--- config.mk ---
export PLATFORM = sky130hd
export DESIGN_NAME = set_injector
export DESIGN_NICKNAME = d
export VERILOG_FILES = /design/src/rtl/set_injector_pkg.sv /design/src/rtl/set_injector_tb_sync_fifo.sv /design/src/rtl/set_injector.sv
export SDC_FILE = /design/constraint.sdc
export NUM_CORES = 1
export LEC_CHECK = 0
export BUFFER_PORTS_ARGS = -buffer_cell sky130_fd_sc_hd__buf_2
export CORE_ASPECT_RATIO = 1.1
export CORE_MARGIN = 2
export CORE_UTILIZATION = 53
export CTS_BUF_LIST = sky130_fd_sc_hd__clkbuf_16
export DETAILED_ROUTE_END_ITERATION = 6
export GPL_TIMING_DRIVEN = 0
export PLACE_DENSITY = 0.77
export SLEW_MARGIN = 20
export SYNTH_ARGS = -nofsm -noshare
export SYNTH_HDL_FRONTEND = slang
export SYNTH_SLANG_ARGS = --single-unit
--- constraint.sdc ---
create_clock -name clk -period 3.5 [get_ports clk]
set_input_delay 0 -clock clk [delete_from_list [all_inputs] [get_ports clk]]
set_output_delay 0 -clock clk [all_outputs]
set_load 0.01 [all_outputs]
--- src/rtl/set_injector_pkg.sv ---
// Shared types for the set injector: opcode and FSM encodings plus the latched command record.
// Command fields are sized for the largest supported channel (64 bits), index (8 bits) and duration (32 bits).
package set_injector_pkg;

    typedef enum logic [1:0] {
        OP_SET   = 2'b00,
        OP_PULSE = 2'b01,
        OP_WAIT  = 2'b10,
        OP_RSVD  = 2'b11
    } op_e;

    typedef enum logic [1:0] {
        IDLE = 2'b00,
        EXEC = 2'b01,
        HOLD = 2'b10
    } state_e;

    localparam int CMD_IDX_W  = 8;
    localparam int CMD_DATA_W = 64;
    localparam int CMD_DUR_W  = 32;

    typedef struct packed {
        op_e                   op;
        logic [CMD_IDX_W-1:0]  idx;
        logic [CMD_DATA_W-1:0] data;
        logic [CMD_DUR_W-1:0]  dur;
    } cmd_t;

endpackage

--- src/rtl/set_injector_tb_sync_fifo.sv ---
// Single-clock FIFO with full/empty flags; the head entry is readable combinationally.
// Pointers carry one extra wrap bit to tell full from empty.
module tb_sync_fifo #(
    parameter int WIDTH = 8,
    parameter int DEPTH = 4
) (
    input  logic             clk,
    input  logic             rst_n,
    input  logic             wr_en,
    input  logic [WIDTH-1:0] wr_data,
    input  logic             rd_en,
    output logic [WIDTH-1:0] rd_data,
    output logic             full,
    output logic             empty
);
    localparam int AW = $clog2(DEPTH);

    logic [WIDTH-1:0] mem_q [DEPTH];
    logic [AW:0]      wr_ptr_q, wr_ptr_d;
    logic [AW:0]      rd_ptr_q, rd_ptr_d;
    logic             do_wr, do_rd;

    assign do_wr = wr_en && !full;
    assign do_rd = rd_en && !empty;

    always_comb begin
        wr_ptr_d = wr_ptr_q;
        rd_ptr_d = rd_ptr_q;
        if (do_wr) wr_ptr_d = wr_ptr_q + (AW+1)'(1);
        if (do_rd) rd_ptr_d = rd_ptr_q + (AW+1)'(1);
    end

    always_ff @(posedge clk or negedge rst_n) begin
        if (!rst_n) begin
            wr_ptr_q <= '0;
            rd_ptr_q <= '0;
        end else begin
            wr_ptr_q <= wr_ptr_d;
            rd_ptr_q <= rd_ptr_d;
        end
    end

    always_ff @(posedge clk) begin
        if (do_wr) mem_q[wr_ptr_q[AW-1:0]] <= wr_data;
    end

    assign empty   = (wr_ptr_q == rd_ptr_q);
    assign full    = (wr_ptr_q[AW] != rd_ptr_q[AW]) && (wr_ptr_q[AW-1:0] == rd_ptr_q[AW-1:0]);
    assign rd_data = mem_q[rd_ptr_q[AW-1:0]];

endmodule

--- src/rtl/set_injector.sv ---
// Drives a bank of alias channels from a queue of SET / PULSE / WAIT commands.
// SET_WIDTH, DUR_WIDTH and the index width must fit the command record fields in the package.
module set_injector
    import set_injector_pkg::*;
#(
    parameter int                   SET_SIZE   = 5,
    parameter int                   SET_WIDTH  = 32,
    parameter int                   DUR_WIDTH  = 16,
    parameter int                   FIFO_DEPTH = 4,
    parameter logic [SET_WIDTH-1:0] SET_INIT   = '0,
    localparam int                  IDX_W      = (SET_SIZE > 1) ? $clog2(SET_SIZE) : 1
) (
    input  logic                          clk,
    input  logic                          rst_n,
    input  logic                          cmd_valid,
    output logic                          cmd_ready,
    input  logic [1:0]                    cmd_op,
    input  logic [IDX_W-1:0]              cmd_idx,
    input  logic [SET_WIDTH-1:0]          cmd_data,
    input  logic [DUR_WIDTH-1:0]          cmd_dur,
    output logic [SET_SIZE*SET_WIDTH-1:0] set_o,
    output logic                          busy,
    output logic                          done,
    output logic                          err
);
    localparam int FW = 2 + IDX_W + SET_WIDTH + DUR_WIDTH;

    state_e               state_q, state_d;
    cmd_t                 cmd_q, cmd_d;
    logic [DUR_WIDTH-1:0] cnt_q, cnt_d;
    logic [SET_WIDTH-1:0] save_q, save_d;
    logic                 done_q, done_d, err_q, err_d;

    logic                 fifo_full, fifo_empty, fifo_pop;
    logic [FW-1:0]        fifo_rd;
    logic [1:0]           f_op;
    logic [IDX_W-1:0]     f_idx;
    logic [SET_WIDTH-1:0] f_data;
    logic [DUR_WIDTH-1:0] f_dur;

    logic [IDX_W-1:0]     idx_sel;
    logic [SET_WIDTH-1:0] data_sel, cur_val, chan_wd;
    logic [DUR_WIDTH-1:0] dur_sel;
    logic                 chan_we, cmd_bad, unused_cmd_bits;

    tb_sync_fifo #(.WIDTH(FW), .DEPTH(FIFO_DEPTH)) u_fifo (
        .clk     (clk),
        .rst_n   (rst_n),
        .wr_en   (cmd_valid && cmd_ready),
        .wr_data ({cmd_op, cmd_idx, cmd_data, cmd_dur}),
        .rd_en   (fifo_pop),
        .rd_data (fifo_rd),
        .full    (fifo_full),
        .empty   (fifo_empty)
    );

    assign {f_op, f_idx, f_data, f_dur} = fifo_rd;

    assign idx_sel  = cmd_q.idx[IDX_W-1:0];
    assign data_sel = cmd_q.data[SET_WIDTH-1:0];
    assign dur_sel  = cmd_q.dur[DUR_WIDTH-1:0];
    // Field bits above the configured widths are always zero.
    assign unused_cmd_bits = ^{cmd_q.idx, cmd_q.data, cmd_q.dur};

    assign cmd_bad = (cmd_q.op == OP_RSVD)
                  || ((cmd_q.op == OP_SET || cmd_q.op == OP_PULSE) && int'(cmd_q.idx) >= SET_SIZE)
                  || ((cmd_q.op == OP_PULSE || cmd_q.op == OP_WAIT) && cmd_q.dur == '0);

    always_comb begin
        cur_val = SET_INIT;
        for (int k = 0; k < SET_SIZE; k++) begin
            if (idx_sel == IDX_W'(k)) cur_val = set_o[k*SET_WIDTH +: SET_WIDTH];
        end
    end

    always_comb begin
        state_d  = state_q;
        cmd_d    = cmd_q;
        cnt_d    = cnt_q;
        save_d   = save_q;
        done_d   = 1'b0;
        err_d    = 1'b0;
        fifo_pop = 1'b0;
        chan_we  = 1'b0;
        chan_wd  = data_sel;
        case (state_q)
            IDLE: begin
                if (!fifo_empty) begin
                    fifo_pop   = 1'b1;
                    cmd_d.op   = op_e'(f_op);
                    cmd_d.idx  = CMD_IDX_W'(f_idx);
                    cmd_d.data = CMD_DATA_W'(f_data);
                    cmd_d.dur  = CMD_DUR_W'(f_dur);
                    state_d    = EXEC;
                end
            end
            EXEC: begin
                state_d = IDLE;
                if (cmd_bad) begin
                    err_d = 1'b1;
                end else begin
                    case (cmd_q.op)
                        OP_SET: begin
                            chan_we = 1'b1;
                            done_d  = 1'b1;
                        end
                        OP_PULSE: begin
                            save_d  = cur_val;
                            chan_we = 1'b1;
                            cnt_d   = dur_sel - DUR_WIDTH'(1);
                            state_d = HOLD;
                        end
                        OP_WAIT: begin
                            cnt_d   = dur_sel - DUR_WIDTH'(1);
                            state_d = HOLD;
                        end
                        default: err_d = 1'b1;
                    endcase
                end
            end
            HOLD: begin
                if (cnt_q == '0) begin
                    chan_we = (cmd_q.op == OP_PULSE);
                    chan_wd = save_q;
                    done_d  = 1'b1;
                    state_d = IDLE;
                end else begin
                    cnt_d = cnt_q - DUR_WIDTH'(1);
                end
            end
            default: state_d = IDLE;
        endcase
    end

    always_ff @(posedge clk or negedge rst_n) begin
        if (!rst_n) begin
            state_q <= IDLE;
            cmd_q   <= '0;
            cnt_q   <= '0;
            save_q  <= SET_INIT;
            done_q  <= 1'b0;
            err_q   <= 1'b0;
        end else begin
            state_q <= state_d;
            cmd_q   <= cmd_d;
            cnt_q   <= cnt_d;
            save_q  <= save_d;
            done_q  <= done_d;
            err_q   <= err_d;
        end
    end

    for (genvar gi = 0; gi < SET_SIZE; gi++) begin : g_chan
        logic [SET_WIDTH-1:0] ch_q, ch_d;

        always_comb begin
            ch_d = ch_q;
            if (chan_we && idx_sel == IDX_W'(gi)) ch_d = chan_wd;
        end

        always_ff @(posedge clk or negedge rst_n) begin
            if (!rst_n) ch_q <= SET_INIT;
            else        ch_q <= ch_d;
        end

        assign set_o[gi*SET_WIDTH +: SET_WIDTH] = ch_q;
    end

    assign cmd_ready = !fifo_full;
    // The completion cycle (done/err visible) still counts as busy.
    assign busy      = !fifo_empty || (state_q != IDLE) || done_q || err_q;
    assign done      = done_q;
    assign err       = err_q;

endmodule

# == Word-level counts from Yosys, hierarchy flattened ==
# Memories as Yosys holds them, arrays and structs flattened. A register that Yosys moved wholly into a read port is not among the register bits.
# Cells that the tools add are included.
# totals
register_bits,218
elab_cells,103
mem_bits_rw,212
input_bits,56
out_inout_bits,164
memories,1
# op_classes
n_reduce_logical,35
n_addsub,4
muxes,31
bitwise_logic,2
eq_ne,17
n_lt_le_gt_ge,1
# memory_table
memory,depth,width,rd,rd_clocked_by_memory_dff,wr,line,source
u_fifo.mem_q,4,53,1,1,1,set_injector_tb_sync_fifo.sv:18,logic [WIDTH-1:0] mem_q [DEPTH];
# op_table
cell,count
$mux W32,7
$mux W16,3
$logic_not A32 Y1,1
$pmux W16 S2,1
$sub A16 B1 Y16 const B,2
$logic_not A16 Y1,1
$mux W1,13
$logic_and A1 B1 Y1,11
$ne A2 B2 Y1 const B,5
$mux W2,4
$logic_or A1 B1 Y1,7
$add A3 B1 Y3 const B,2
$eq A2 B2 Y1 const B,3
$eq A3 B2 Y1 const B,2
$pmux W2 S3,1
$eq A2 B1 Y1 const B,2
$logic_not A2 Y1,2
$pmux W1 S2,2
$reduce_and A2 Y1,2
$reduce_and A4 Y1,1
$reduce_bool A2 Y1,2
$reduce_or A2 Y1,2
$eq A3 B1 Y1 const B,1
$eq A3 B3 Y1,1
other kinds (9),12

# == Logic depth before layout (Yosys ltp) ==
# Gate-level depths: netlist of run 1.
# depth
depth_word,8
depth_mapped,14
mapped_depth_nobuf,10

# == Cells and area by module ==
# Synthesis of run 1 repeated with hierarchy kept, for this count alone.
# unflattened
cells_unflattened,1522
hier_area_um2,20448.4
# modules_own_cells
mod,cells_each,n_inst,area_each_um2
set_injector,1194,1,12306.8
tb_sync_fifo,328,1,8141.6

# == Worst setup path after synthesis of run 1 ==
# Ideal clock, no wire load.
# synth_timing
kind,register -> register
start,reg state_q[0]
end,reg cnt_q[14]
required_ns,3.352
path_stages_with_launch,15
setup_ns,0.148
setup_slack_ns,0.257
arrival_time_ns,3.095
cell_sequence,dfrtp_1 inv_1 ha_1 clkbuf_1 clkbuf_1 clkbuf_1 clkbuf_1 mux2i_1 ha_1 nand3b_1 nor4_1 a41o_1 a21boi_0 a211oi_1 a311oi_1
# synth_between
elab_chain_cells,3
elab_cells_between_ends,8
# synth_rtl
element,line,source
"start, declared",set_injector.sv:28,"state_e state_q, state_d;"
"start signal, assigned",set_injector.sv:144,state_q <= state_d;
$eq A2 B2 Y1 / $eq A2 B1 Y1 (equally long branches),set_injector.sv:86,case (state_q)
$ne A2 B2 Y1 (no source line) / $reduce_bool A2 Y1 (equally long branches),--,
$reduce_and A4 Y1 (no source line),--,
"end signal, assigned",set_injector.sv:146,cnt_q <= cnt_d;
"end, declared",set_injector.sv:30,"logic [DUR_WIDTH-1:0] cnt_q, cnt_d;"
# Several ways; a longest one is shown, not always the timed one.
# A chain may end at the register's enable or synchronous reset.

# == Worst setup path after layout of run 1 ==
# layout_timing
start,reg cmd_q[105] (netlist bit)
end,reg g_chan[1].ch_q[22]
# layout_between
elab_chain_cells,8
elab_cells_between_ends,16
# layout_rtl
element,line,source
"start, declared",set_injector.sv:29,"cmd_t cmd_q, cmd_d;"
"start signal, assigned",set_injector.sv:145,cmd_q <= cmd_d;
$eq A2 B1 Y1 / $logic_not A2 Y1 (equally long branches),--,
$logic_or A1 B1 Y1,set_injector.sv:66,|| ((cmd_q.op == OP_SET || cmd_q.op == OP_PULSE) && int'(cmd_q.idx) >= SET_SIZE)
$logic_and A1 B1 Y1,set_injector.sv:66,
$logic_or A1 B1 Y1,set_injector.sv:66,
$logic_or A1 B1 Y1,set_injector.sv:67,|| ((cmd_q.op == OP_PULSE || cmd_q.op == OP_WAIT) && cmd_q.dur == '0);
$mux W1,set_injector.sv:99,if (cmd_bad) begin
$pmux W1 S2 *,set_injector.sv:86,
$logic_and A1 B1 Y1 *,set_injector.sv:158,if (chan_we && idx_sel == IDX_W'(gi)) ch_d = chan_wd;
"end signal, assigned",set_injector.sv:163,else ch_q <= ch_d;
"end, declared",set_injector.sv:154,"logic [SET_WIDTH-1:0] ch_q, ch_d;"
# Mark *: on every way between the ends. The rest lies on a longest branch, timed or not.

==> results.toml, run 1 <==
[worst_setup_path]
crit_path_max_incr_delay_ps = 510
timing.rr.end = "g_chan[1].ch_q[22]"
reg2reg_slack_ps = 180
crit_chain = "inv_1 -> ha_1 -> nor4b_1 -> nand4_1 -> o211ai_4 -> buf_4 -> a31oi_4 -> buf_2 -> a21oi_1"
worst_ep_arrival_time_ps = 3830
end_kind = "register"
reg2reg_from = "cmd_q[105]"
endpoint = "g_chan[1].ch_q[22]"
crit_required_ps = 4010
worstPathMaxFanout = 10
crit_type = "register to register"
worst_path_max_delay_cell = "o211ai_4"
reg2reg_depth = 9
critPathLaunch = "cmd_q[105]"
cp-start-kind = "register"

[global_routing]
gr-total-overflow = 0
track_usage = 0.284
grt_first_pass_wirelength_um = 85200
grt_pass1_vias = 14300
antenna_found_initial = 0
grt_max_degree = 75

[pwr]
leakagePower_uw = 0.0100
p_seq_frac = 0.407
switching_share = 0.383
power_frac_clock = 0.210
irDropWorstVdd_v = 0.000547
p_int_uw = 15000
power_density_nw_per_um2 = 994
switchingPower_uw = 9300
design_power_total_uw = 24300
p_comb_frac = 0.382

[layout]
antennaDiodeCount = 0
syn2layout_area_growth_pct = 20.1
drive_gt1_frac = 0.257
fin_nets = 1907
final_util = 0.643

[clock_tree]
cts_tree = "yes"
cts-buffers-inserted = 47
clock_sinks = 483
cts_buffer_depth = 3
root_buffer = "clkbuf_16"
path_clk_slew_ps = 70
htreeDepth = 2
worstSkewPairLatency_ps = 590

[floorplanning]
chipWidth_um = 191
coreArea_um2 = 38000
initial_core_util = 0.535
dieHeight_um = 209
die-area_um2 = 40000
io_pins = 220
rows = 75

[drt]
postRouteAntennaNets = 0
drt_iter0_drc = 1548
first_pass_iters = 6
routed_wl_um = 56100
num_vias = 14300
drc = 0
vias_per_cell = 6.01
wl_per_cell_um = 23.6

[synth]
synth-async-reset-ratio = 0.561
synthesis.area_um2 = 20300
yosysTopAreaCellShare = 0.333
synth_top_cell_by_area = "dfrtp_1"
yosys.cell_count.top_type = "dfrtp_1"
yosys_warnings = 0
synth_edf_count = 212
synthTopCellsByArea = "dfrtp_1 33%, edfxtp_1 31%, mux4_2 6.6%"
synth-seq-area-share = 0.646
syn_inst = 1508
post_synth_num_cell_types = 65
post_synth.cell_area_avg_um2 = 13.5
synth_ff_type = "dfrtp_1"
ys_seq_elements = 483
synth_fp_nets = 1576
ys_top_cells_by_count = "271 x dfrtp_1, 212 x edfxtp_1, 183 x nor2_1"

[place]
hpwl_um = 38200
io_buffers = 219
place.gp.congestion = 0.922

[sta]
max_freq_mhz = 301
slew_headroom = 0.315
fin_crit_sh = 0.949
final_max_slew_viol_count = 0
setup_viol = 0
fin_skew_ps = 39.0
finalSetupTns_ps = 0
tightest_slew_ps = 1030
rsz0062_at_grt = "no"
hold_slack_ps = -13.1
hold_viol = 6
finalCriticalPeriod_ps = 3320

[run_status]
violations = "hold timing"
status = "complete, but fails checks"

[flow_run]
max_cap_viol_count = 0

[min_path]
hp-class = "input port to asynchronous set/reset pin"
==> routing by layer <==
| layer | GRT usage | wire, um | vias up | part of all wire |
|---|---|---|---|---|
| met4 | 0.121 | 2370 | 0 | 0.042 |
| met3 | 0.0654 | 5300 | 145 | 0.094 |
| met1 | 0.384 | 21800 | 7218 | 0.39 |
| met5 | 0 | 0 | - | 0 |
| li1 | - | - | 6216 | - |
| met2 | 0.444 | 26700 | 704 | 0.48 |
==> power by group through the flow <==
| stage | Clock, uW | Combinational (uW) | Sequential (uW) |
|---|---|---|---|
| 2_1_floorplan | 0 | 5480 | 9790 |
| 3_3_place_gp | 0 | 8740 | 9820 |
| 3_5_place_dp | 0 | 9110 | 9890 |
| 4_1_cts | 5150 | 9250 | 9810 |
| 5_1_grt | 5370 | 10100 | 10100 |
| 6_report | 5100 | 9280 | 9890 |
==> sequential cells by signal, indices dropped and copies added (netlist names) <==
name	flops
err	1
cmd_q	53
done	1
save_q	32
u_fifo.wr_ptr_q	3
state_q	2
g_chan.ch_q	160
cnt_q	16
u_fifo.mem_q	212
u_fifo.rd_ptr_q	3
==> cell families (layout without fill, tap and decap cells) <==
| group | count (synthesis) | in the layout | synth area share |
|---|---|---|---|
| buf+inv | 102 | 471 | 0.0271 |
| simple gates | 349 | 349 | 0.0763 |
| mux | 201 | 201 | 0.139 |
| fa+ha+maj | 12 | 12 | 0.00738 |
| xor+xnor | 19 | 19 | 0.00818 |
| compound gates | 342 | 342 | 0.0953 |
| flops | 483 | 483 | 0.646 |
==> per-stage QoR <==
stage,instances,setup slack (ps),cell area [um^2],hold slack [ps]
after floorplan,1508,257,20300,-296
after global placement,2227,-2560,22100,211
after detailed placement,2234,-809,22300,11.5
after CTS,2376,1.32,24400,0.831
after global routing,2377,18.2,24400,33.8
final,2377,179,24400,-13.1
==> area by class of cell <==
type                            count  area (um^2)
Buffer                             91          534
Clock buffer                       48         1200
Clock inverter                     39          353
Fill cell                        2773        13600
Inverter                           11         41.3
Multi-Input combinational cell    923         6680
Sequential cell                   483        13100
Tap cell                          500          626
Timing Repair Buffer              282         1830
==> timing repair <==
action / CTS / global route
hold endpoints to repair: 424 / 0
gates resized for setup: 11 / 13
setup endpoints to repair: 7 / 6
hold buffers: 55 / 0
pin swaps: 0 / 1
setup buffers: 0 / 1
==> cell usage in the layout (no fill, tap or decap), drive strengths merged, types with 2 or more instances in the layout <==
master	synthesis	routed
buf	47	276
dfrtp	271	271
edfxtp	212	212
nor2	183	183
a21oi	182	182
o21ai	118	118
clkbuf	44	90
mux2i	85	85
nand2	82	82
mux4	60	60
mux2	56	56
dlygate4sd3	0	55
clkinv	1	26
inv	10	19
nor3	15	15
xor2	14	14
and3	14	14
ha	12	12
or3	9	9
nand3	7	7
nand2b	6	6
o22ai	6	6
nor4	6	6
nor2b	5	5
a31oi	5	5
xnor2	5	5
bufinv	0	5
and2	4	4
nand3b	4	4
o211ai	4	4
nor4b	3	3
or2	3	3
o32ai	3	3
a211oi	3	3
or4	3	3
a21boi	2	2
nor3b	2	2
a32oi	2	2
and4	2	2
a221oi	2	2
==> worst max-delay path, delay by kind of cell (launching register included) <==
kind	cells	cell delay (ps)
flops	1	500
buf+inv	3	680
fa+ha+maj	1	420
compound gates	3	930
simple gates	2	700
==> worst min-delay path by stage <==
stage | start | to | slack [ps] | cells past startpoint
floorplan | rst_n | cmd_q[0] | -300 | 0
global placement | cmd_data[24] | u_fifo.mem_q[2][40] | 210 | 1
detailed placement | rst_n | cmd_q[4] | 10 | 1
CTS | rst_n | u_fifo.wr_ptr_q[0] | 0.8 | 2
global route | rst_n | u_fifo.wr_ptr_q[1] | 30 | 2
finish | rst_n | cmd_q[3] | -10 | 2
Note: power is estimated with default switching activity, not from simulation.
==> inputs of run 2 (changes only) <==
--- a/config.mk
+++ b/config.mk
@@ -5,14 +5,15 @@
 export SDC_FILE = /design/constraint.sdc
 export NUM_CORES = 1
 export LEC_CHECK = 0
-export BUFFER_PORTS_ARGS = -buffer_cell sky130_fd_sc_hd__buf_2
+export ABC_CLOCK_PERIOD_IN_PS = 3500
 export CORE_ASPECT_RATIO = 1.1
 export CORE_MARGIN = 2
-export CORE_UTILIZATION = 53
+export CORE_UTILIZATION = 55
 export CTS_BUF_LIST = sky130_fd_sc_hd__clkbuf_16
 export DETAILED_ROUTE_END_ITERATION = 6
+export DONT_BUFFER_PORTS = 1
 export GPL_TIMING_DRIVEN = 0
-export PLACE_DENSITY = 0.77
+export PLACE_DENSITY = 0.74
 export SLEW_MARGIN = 20
 export SYNTH_ARGS = -nofsm -noshare
 export SYNTH_HDL_FRONTEND = slang
==> run 2 against run 1 <==
Net effect:
- the run still ends with hold timing left
- maximum frequency shrank 0.63%
- die area shrank 3.6%
- sequential power grew 8%
- clock skew shrank 19 ps
- flip-flop and latch count is the same
- register-to-register slack lost 20 ps
- clock power shrank 4.9%
- critical path depth is the same
- total power shrank 4.8%
==> results.toml, run 2 (synthesis results as in run 1) <==
[run_status]
status = "complete, but fails checks"
violations = "hold timing"

[sta]
finalSetupTns_ps = 0
finalCriticalPeriod_ps = 3340
setup_viol = 0
hold_viol = 271
hold_slack_ps = -843
slew_headroom = 0.316
tightest_slew_ps = 1030
fin_crit_sh = 0.955
fin_skew_ps = 19.7
final_max_slew_viol_count = 0
max_freq_mhz = 299

[worst_setup_path]
crit_path_max_incr_delay_ps = 540
cp_top_family = "compound AO/OA/AOI/OAI gates"
crit_required_ps = 3990
worstPathMaxFanout = 10
crit_chain = "inv_1 -> ha_1 -> nor4b_1 -> nand4_1 -> o211ai_4 -> buf_4 -> a31oi_4 -> buf_2 -> a21oi_1"
worst_ep_arrival_time_ps = 3830
worst_path_max_delay_cell = "dfrtp_1"
path_buf_inv = 3
crit_type = "register to register"
end_kind = "register"
cp-start-kind = "register"

[pwr]
power_frac_clock = 0.210
irDropWorstVdd_v = 0.000544
power_density_nw_per_um2 = 999
p_int_uw = 14100
design_power_total_uw = 23100
leakagePower_uw = 0.00902
p_comb_frac = 0.327
switchingPower_uw = 9000
switching_share = 0.389
p_seq_frac = 0.463

[global_routing]
grt_max_degree = 272
grt_pass1_vias = 13400
gr-total-overflow = 0
grt_first_pass_wirelength_um = 82900
track_usage = 0.287
antenna_found_initial = 0

[layout]
stdcell_count = 2142
antennaDiodeCount = 0
layout_commonest_cell = "dfrtp_1"
drive_gt1_frac = 0.153
syn2layout_area_growth_pct = 13.7
final_cell_mix = "271 x dfrtp_1, 212 x edfxtp_1, 183 x nor2_1"
largest_register_ffs = 212
fin_nets = 1684
final_util = 0.638
fillers = 2645

[place]
place.gp.congestion = 0.898
place_inst = 1999
io_buffers = 0
hpwl_um = 37000

[clock_tree]
hold_buffers = 54
clock_sinks = 483
path_clk_slew_ps = 60
worstSkewPairLatency_ps = 570
cts_tree = "yes"
htreeDepth = 2
cts-buffers-inserted = 47
cts_buffer_depth = 3
root_buffer = "clkbuf_16"

[drt]
vias_per_cell = 6.24
drt_iter0_drc = 1387
first_pass_iters = 5
postRouteAntennaNets = 0
num_vias = 13400
wl_per_cell_um = 25.6
routed_wl_um = 54900
drc = 0

[floorplanning]
chipWidth_um = 187
initial_core_util = 0.561
io_pins = 220
die-area_um2 = 38500
dieHeight_um = 206
coreArea_um2 = 36300
rows = 73

[min_path]
hp-class = "input port to asynchronous set/reset pin"

[flow_run]
max_cap_viol_count = 0
[run 2: metrics by stage]
| stage | instance area, um^2 | hold slack [ps] | worst slack [ps] |
|---|---|---|---|
| finish | 23100 | -843 | 158 |
| CTS | 23100 | -867 | 5.50 |
| floorplan | 20300 | -296 | 257 |
| detailed placement | 21000 | -267 | -801 |
| global route | 23100 | -869 | -6.84 |
| global placement | 20900 | -270 | -802 |
[run 2: power groups by stage]
stage	Combinational, uW	Sequential [uW]	Clock, uW
3_5_place_dp	7340	10700	0
5_1_grt	8290	10900	5110
2_1_floorplan	5480	9790	0
3_3_place_gp	7000	10700	0
4_1_cts	7510	10600	4880
6_report	7560	10700	4850
[run 2: repair_timing]
item	in CTS	in global routing
resized for setup	10	13
buffers inserted	0	1
endpoints found under the hold margin	570	271
setup endpoints to repair	7	7
pin swaps	0	0
[run 2: final timing paths]
check	end	startpoint	slack (ps)	cells past startpoint
min in group clk	u_fifo.mem_q[1][45]	cmd_data[29]	130	1
worst min register to register	save_q[0]	save_q[0]	490	2
worst min-delay path	u_fifo.wr_ptr_q[0]	rst_n	-840	0
max in group asynchronous	done	rst_n	3590	0
worst max-delay path	g_chan[1].ch_q[25]	cmd_q[105]	160	9
worst max register to register	g_chan[1].ch_q[25]	cmd_q[105]	160	9
[run 2: metal layers]
metal / GRT usage / vias to the layer above / wire length, um
met5: 0 / - / 0
met4: 0.107 / 0 / 1970
met3: 0.0843 / 127 / 5600
met2: 0.451 / 677 / 26000
met1: 0.382 / 6796 / 21400
li1: - / 5760 / -
[run 2: layout make-up]
cell class | count | area, um^2 | share of cell area
Buffer | 91 | 532 | 0.0230
Clock buffer | 48 | 1200 | 0.0519
Clock inverter | 40 | 282 | 0.0122
Inverter | 11 | 41.3 | 0.00179
Multi-Input combinational cell | 923 | 6690 | 0.289
Sequential cell | 483 | 13100 | 0.568
Tap cell | 487 | 609 | 0.0263
Timing Repair Buffer | 59 | 628 | 0.0272
